**src/rtl/anu_mem_arbiter.sv**
```systemverilog
`default_nettype none
// ============================================================================
// Module   : anu_mem_arbiter
// Purpose  : Shares one single-port memory bus between the instruction-fetch
//            port and the load/store port of an RV32 core. Data accesses win
//            over fetches. Generates byte enables, lane-replicated store data,
//            waits for m_ack and stalls the core until its requests complete.
// Options  : ARB_TIMEOUT_EN - when defined, a bus-ack watchdog aborts an
//            access after TIMEOUT cycles (err pulse, NOP / zero read data).
// Revision : 1.0 - initial release
// ============================================================================
module anu_mem_arbiter #(
  parameter int TIMEOUT = 255
) (
  input  logic        clk,
  input  logic        rst_n,
  // instruction fetch port
  input  logic        if_req,
  input  logic [31:0] if_addr,
  output logic [31:0] if_rdata,
  output logic        if_valid,
  // load/store port
  input  logic        d_rd,
  input  logic [1:0]  d_mode,
  input  logic [31:0] d_addr,
  input  logic [31:0] d_wdata,
  output logic [31:0] d_rdata,
  output logic        d_valid,
  // status to core
  output logic        err,
  output logic        stall,
  // memory bus
  output logic        m_req,
  output logic        m_we,
  output logic [3:0]  m_be,
  output logic [31:0] m_addr,
  output logic [31:0] m_wdata,
  input  logic [31:0] m_rdata,
  input  logic        m_ack
);

  localparam logic [1:0] ST_IDLE  = 2'd0;
  localparam logic [1:0] ST_FETCH = 2'd1;
  localparam logic [1:0] ST_DATA  = 2'd2;
  localparam logic [1:0] ST_RESP  = 2'd3;

  localparam logic [1:0] MODE_BYTE = 2'b01;
  localparam logic [1:0] MODE_HALF = 2'b10;
  localparam logic [1:0] MODE_WORD = 2'b11;

  localparam logic [31:0] NOP_INSN = 32'h0000_0013;

  logic [1:0]  state_q, state_d;
  logic        m_req_q, m_req_d;
  logic        m_we_q, m_we_d;
  logic [3:0]  m_be_q, m_be_d;
  logic [31:0] m_addr_q, m_addr_d;
  logic [31:0] m_wdata_q, m_wdata_d;
  logic [31:0] if_rdata_q, if_rdata_d;
  logic [31:0] d_rdata_q, d_rdata_d;
  logic        if_valid_q, if_valid_d;
  logic        d_valid_q, d_valid_d;
  logic        err_q, err_d;

  logic        d_store;
  logic        d_req;
  logic        d_misaligned;
  logic [3:0]  d_be;
  logic [31:0] d_lane_wdata;
  logic        timeout_hit;

  // Fetch addresses are word aligned by contract, so their low bits are
  // never examined; the parameter only matters with the watchdog built in.
  logic        unused_ok;
  assign unused_ok = ^{if_addr[1:0], 32'(TIMEOUT)};

  assign d_store = (d_mode != 2'b00);
  assign d_req   = d_rd | d_store;

  // A store mode overrides d_rd, so a load is only checked when no store is set
  always_comb begin
    d_misaligned = 1'b0;
    case (d_mode)
      MODE_BYTE: d_misaligned = 1'b0;
      MODE_HALF: d_misaligned = d_addr[0];
      MODE_WORD: d_misaligned = (d_addr[1:0] != 2'b00);
      default:   d_misaligned = d_rd & (d_addr[1:0] != 2'b00);
    endcase
  end

  // Byte enables and lane-replicated write data for the pending data access
  always_comb begin
    d_be         = 4'b1111;
    d_lane_wdata = d_wdata;
    case (d_mode)
      MODE_BYTE: begin
        d_be         = 4'b0001 << d_addr[1:0];
        d_lane_wdata = {4{d_wdata[7:0]}};
      end
      MODE_HALF: begin
        d_be         = d_addr[1] ? 4'b1100 : 4'b0011;
        d_lane_wdata = {2{d_wdata[15:0]}};
      end
      default: begin
        d_be         = 4'b1111;
        d_lane_wdata = d_wdata;
      end
    endcase
  end

`ifdef ARB_TIMEOUT_EN
  localparam logic [7:0] TIMEOUT_LIM = 8'(TIMEOUT);

  logic [7:0] wd_cnt_q;

  // Watchdog: cleared while idle (so it restarts on every grant), saturates
  always_ff @(posedge clk or negedge rst_n) begin
    if (!rst_n) begin
      wd_cnt_q <= 8'd0;
    end else if (state_q == ST_IDLE) begin
      wd_cnt_q <= 8'd0;
    end else if ((state_q == ST_FETCH || state_q == ST_DATA) && wd_cnt_q != 8'hFF) begin
      wd_cnt_q <= wd_cnt_q + 8'd1;
    end
  end

  assign timeout_hit = (({1'b0, wd_cnt_q} + 9'd1) >= {1'b0, TIMEOUT_LIM});
`else
  assign timeout_hit = 1'b0;
`endif

  // Next-state and bus-register computation for the four-state arbiter
  always_comb begin
    state_d    = state_q;
    m_req_d    = m_req_q;
    m_we_d     = m_we_q;
    m_be_d     = m_be_q;
    m_addr_d   = m_addr_q;
    m_wdata_d  = m_wdata_q;
    if_rdata_d = if_rdata_q;
    d_rdata_d  = d_rdata_q;
    if_valid_d = 1'b0;
    d_valid_d  = 1'b0;
    err_d      = 1'b0;

    case (state_q)
      ST_IDLE: begin
        if (d_req) begin
          if (d_misaligned) begin
            // Rejected without touching the bus
            state_d   = ST_RESP;
            d_valid_d = 1'b1;
            err_d     = 1'b1;
          end else begin
            state_d   = ST_DATA;
            m_req_d   = 1'b1;
            m_we_d    = d_store;
            m_be_d    = d_store ? d_be : 4'b1111;
            m_addr_d  = {d_addr[31:2], 2'b00};
            m_wdata_d = d_lane_wdata;
          end
        end else if (if_req) begin
          state_d  = ST_FETCH;
          m_req_d  = 1'b1;
          m_we_d   = 1'b0;
          m_be_d   = 4'b1111;
          m_addr_d = {if_addr[31:2], 2'b00};
        end
      end

      ST_FETCH: begin
        if (m_ack) begin
          state_d    = ST_RESP;
          m_req_d    = 1'b0;
          if_rdata_d = m_rdata;
          if_valid_d = 1'b1;
        end else if (timeout_hit) begin
          state_d    = ST_RESP;
          m_req_d    = 1'b0;
          if_rdata_d = NOP_INSN;
          if_valid_d = 1'b1;
          err_d      = 1'b1;
        end
      end

      ST_DATA: begin
        if (m_ack) begin
          state_d   = ST_RESP;
          m_req_d   = 1'b0;
          d_valid_d = 1'b1;
          if (!m_we_q) begin
            d_rdata_d = m_rdata;
          end
        end else if (timeout_hit) begin
          state_d   = ST_RESP;
          m_req_d   = 1'b0;
          d_valid_d = 1'b1;
          err_d     = 1'b1;
          if (!m_we_q) begin
            d_rdata_d = 32'h0000_0000;
          end
        end
      end

      default: begin
        // Response cycle: valid is visible now, requests are not looked at
        state_d = ST_IDLE;
      end
    endcase
  end

  // State and output registers; reset clears everything, even mid-access
  always_ff @(posedge clk or negedge rst_n) begin
    if (!rst_n) begin
      state_q    <= ST_IDLE;
      m_req_q    <= 1'b0;
      m_we_q     <= 1'b0;
      m_be_q     <= 4'b0000;
      m_addr_q   <= 32'h0000_0000;
      m_wdata_q  <= 32'h0000_0000;
      if_rdata_q <= 32'h0000_0000;
      d_rdata_q  <= 32'h0000_0000;
      if_valid_q <= 1'b0;
      d_valid_q  <= 1'b0;
      err_q      <= 1'b0;
    end else begin
      state_q    <= state_d;
      m_req_q    <= m_req_d;
      m_we_q     <= m_we_d;
      m_be_q     <= m_be_d;
      m_addr_q   <= m_addr_d;
      m_wdata_q  <= m_wdata_d;
      if_rdata_q <= if_rdata_d;
      d_rdata_q  <= d_rdata_d;
      if_valid_q <= if_valid_d;
      d_valid_q  <= d_valid_d;
      err_q      <= err_d;
    end
  end

  assign m_req    = m_req_q;
  assign m_we     = m_we_q;
  assign m_be     = m_be_q;
  assign m_addr   = m_addr_q;
  assign m_wdata  = m_wdata_q;
  assign if_rdata = if_rdata_q;
  assign d_rdata  = d_rdata_q;
  assign if_valid = if_valid_q;
  assign d_valid  = d_valid_q;
  assign err      = err_q;

  // Core is held until each of its outstanding requests has seen its valid
  assign stall = (if_req & ~if_valid_q) | (d_req & ~d_valid_q);

endmodule
`default_nettype wire
```
**config.mk**
```make
export PLATFORM = sky130hd
export DESIGN_NAME = anu_mem_arbiter
export DESIGN_NICKNAME = d
export VERILOG_FILES = /design/src/rtl/anu_mem_arbiter.sv
export SDC_FILE = /design/constraint.sdc
export NUM_CORES = 1
export LEC_CHECK = 0
export ABC_AREA = 1
export CAP_MARGIN = 20
export CORE_ASPECT_RATIO = 1.25
export CORE_MARGIN = 10
export CORE_UTILIZATION = 35
export CTS_BUF_LIST = sky130_fd_sc_hd__clkbuf_8
export CTS_CLUSTER_DIAMETER = 80
export DETAILED_ROUTE_END_ITERATION = 8
export HOLD_SLACK_MARGIN = 0.02
export MAX_ROUTING_LAYER = met4
export PLACE_DENSITY = 0.69
export SKIP_LAST_GASP = 1
export SYNTH_ARGS = -nofsm -noshare
export SYNTH_HDL_FRONTEND = slang
export SYNTH_SLANG_ARGS = --single-unit
```
**constraint.sdc**
```tcl
create_clock -name clk -period 2.15 [get_ports clk]
set_clock_uncertainty 0.15 [all_clocks]
set_input_delay 0.43 -clock clk [delete_from_list [all_inputs] [get_ports clk]]
set_output_delay 0.43 -clock clk [all_outputs]
set_load 0.02 [all_outputs]
```
==> run_results.csv <==
group,metric,value,unit
outcome,status,"finished, final reports clean",
detailed_routing,wl_per_cell,15.8,um
job,drv_cap,0,
synth,async_flop_share,100,%
clocking,cts_sinks,137,
setup_path,crit_type,"in -> out",
synth,synthSimpleGateAreaFrac,25.5,%
setup_path,path_max_fanout,2,
power,seqPwrFrac,33.4,%
clocking,cts.clk_slew.worst_paths,80,ps
synth,synth-edff-count,0,
power,p_comb_share,50.6,%
detailed_routing,ant_nets,0,
setup_path,required,1570,ps
power,vdd_ir_drop_max,760,uV
final_layout,area_delta_synth_final,58.9,%
sta,finalHoldViolCount,0,
final_layout,drive_gt1_share,8.17,%
final_layout,final_common_cell,"nand2_1",
placed_design,port_buffers,268,
die,core_area,17000,um^2
grt,grt_max_degree,65,
power,internal_power,7.72,mW
sta,period_share,97.7,%
power,power.density,1340,nW/um^2
detailed_routing,routed_wirelength,20.0,mm
clocking,numCtsBuffers,17,
power,pwr-share-clk,16.0,%
grt,grt_pass1_vias,5688,
synth,muxShareOfSynthArea,0,%
clocking,cts_tree,"done",
synth,synthFlopType,"dfrtp_1",
setup_path,crit_arrival,1520,ps
clocking,ctsHtreeMaxLevel,4,
die,io-pin-count,273,
die,die_area,23100,um^2
setup_path,r2r_slack,380,ps
power,power.leakage,4.68,nW
grt,grt_pass1_wl,31.9,mm
synth,synth_compound_area_share,10.2,%
die,die_h,168,um
placed_design,globalplace.congestion,0.824,
die,die_x,138,um
detailed_routing,num_vias,5704,
final_layout,fin_nets,1171,
synth,synth_cell_types,24,
setup_path,cp-start-kind,"input port",
detailed_routing,remaining_drc_errors,0,
setup_path,worstRegToRegCells,8,
synth,synthAdderAreaFrac,1.85,%
grt,grt_overflow_total,0,
detailed_routing,vias_per_cell,4.52,
die,row_count,53,
grt,grt_util_all_layers,17.5,%
clocking,cts_root_buf,"clkbuf_8",
synth,synth_top_family_by_area,"simple AND/OR/NAND/NOR gates",
power,netSwitchingFraction,40.7,%
power,p_sw,5.30,mW
clocking,clk_latency,430,ps
final_layout,instances_no_fill,1261,
sta,holdWs,271,ps
placed_design,hpwl,15.3,mm
synth,ys_ff_latch,137,
sta,max_freq,476,MHz
synth,synth.avg_cell_area,8.17,um^2
synth,yosysSeqAreaShare,56.2,%
die,start_util,35.9,%
synth,syn_inst,747,
synth,synth-xor-area-share,0,%
synth,syn_area,6100,um^2
final_layout,final_cell_mix,"nand2_1, clkdlybuf4s50_1, dfrtp_1",
setup_path,critPathCaptureType,"primary output",
synth,yosysWarnings,0,
sta,setup_viol,0,
sta,min_period,2100,ps
clocking,cts_max_path_buffers,2,
grt,antenna_found_initial,1,
min_path,hp-class,"in -> async",
placed_design,dp_cells,1226,
detailed_routing,drtIter0Drc,330,
sta,timing.final.max_slew_violations,0,
detailed_routing,firstDrtPassIters,5,
==> area by class of cell <==
| class | instances | area, um^2 |
|---|---|---|
| Timing Repair Buffer | 304 | 3100 |
| Clock buffer | 17 | 234 |
| Fill cell | 1577 | 7280 |
| Multi-Input combinational cell | 518 | 2310 |
| Sequential cell | 137 | 3430 |
| Tap cell | 220 | 275 |
| Clock inverter | 15 | 151 |
| Inverter | 49 | 184 |
| Antenna cell | 1 | 2.50 |
==> power by group through the flow <==
stage	clock, mW	combinational [mW]	sequential (mW)
2_1_floorplan	0	1.77	5.76
3_3_place_gp	0	6.63	4.34
3_5_place_dp	0	6.68	4.38
4_1_cts	2.18	6.70	4.36
5_1_grt	2.30	7.15	4.51
6_report	2.08	6.59	4.35
==> worst paths after layout <==
| check | endpoint | from |
|---|---|---|
| max | stall | d_mode[1] |
| min | m_wdata[18] | rst_n |
| max reg2reg | d_valid | state_q[0] |
| min reg2reg | m_wdata[6] | m_wdata[6] |
| max in group asynchronous | if_rdata[7] | rst_n |
| min in group clk | m_wdata[6] | m_wdata[6] |
==> sequential cells by signal, indices dropped and copies added, names as in the netlist <==
register and cells:
m_wdata 32, m_req 1, d_rdata 32, m_be 4
m_addr 30, if_rdata 32, err 1, d_valid 1
if_valid 1, state_q 2, m_we 1
==> critical path: stages <==
cell	delay (ps)
clkdlybuf4s50_1	480
inv_1	60
ha_2	180
inv_2	80
nor2_4	40
o22ai_2	100
buf_6	150
==> stage by stage <==
step                      total power, mW  TNS (ps)  area, um^2  setup WS, ps  util [%]
final                                13.0         0        9690          49.5      57.1
after global routing                 14.0     -1.81        9690         -1.81      57.1
after CTS                            13.2         0        9670          25.0      57.0
after detailed placement             11.1    -27900        9270          -583      54.6
after global placement               11.0    -26370        9270          -568      54.6
after floorplan                      7.54         0        6100           168         -
==> synthesized netlist by cell type, types with 2 or more instances <==
master / number / share of area, %
inv_1: 48 / 3.0
ha_1: 9 / 1.8
nand3_1: 54 / 4.4
nor2_4: 2 / 0.37
nand2_4: 2 / 0.37
buf_4: 3 / 0.37
a21oi_1: 24 / 2.0
dfrtp_1: 137 / 56
o21ai_0: 98 / 8.0
nor2_2: 2 / 0.21
nand2_1: 311 / 19
clkbuf_1: 26 / 1.6
clkbuf_2: 2 / 0.16
nor2_1: 8 / 0.49
buf_2: 12 / 0.98
==> layer usage <==
layer  GRT usage (%)  vias to the layer above  share of wire, %  routed length, um
li1                -                     2925                 -                  -
met1            20.3                     2592                42               8400
met2            28.4                      169                50              10100
met3            5.35                       18               5.8               1160
met4            5.74                        0               1.7                347
met5               -                        -                 0                  0
==> repair_timing <==
item / CTS / global route
setup endpoints to repair: 1 / 58
buffers inserted: 0 / 1
resized for setup: 9 / 4
hold buffers: 1 / 0
endpoints found under the hold margin: 58 / 0
==> kinds of logic after synthesis <==
logic type                 after synthesis
adders and majority gates                9
AOI/OAI and AO/OA                      124
other                                    1
and+or+nand+nor                        383
buffers and inverters                   93
DFF                                    137
(Power assumes the default switching activity.)
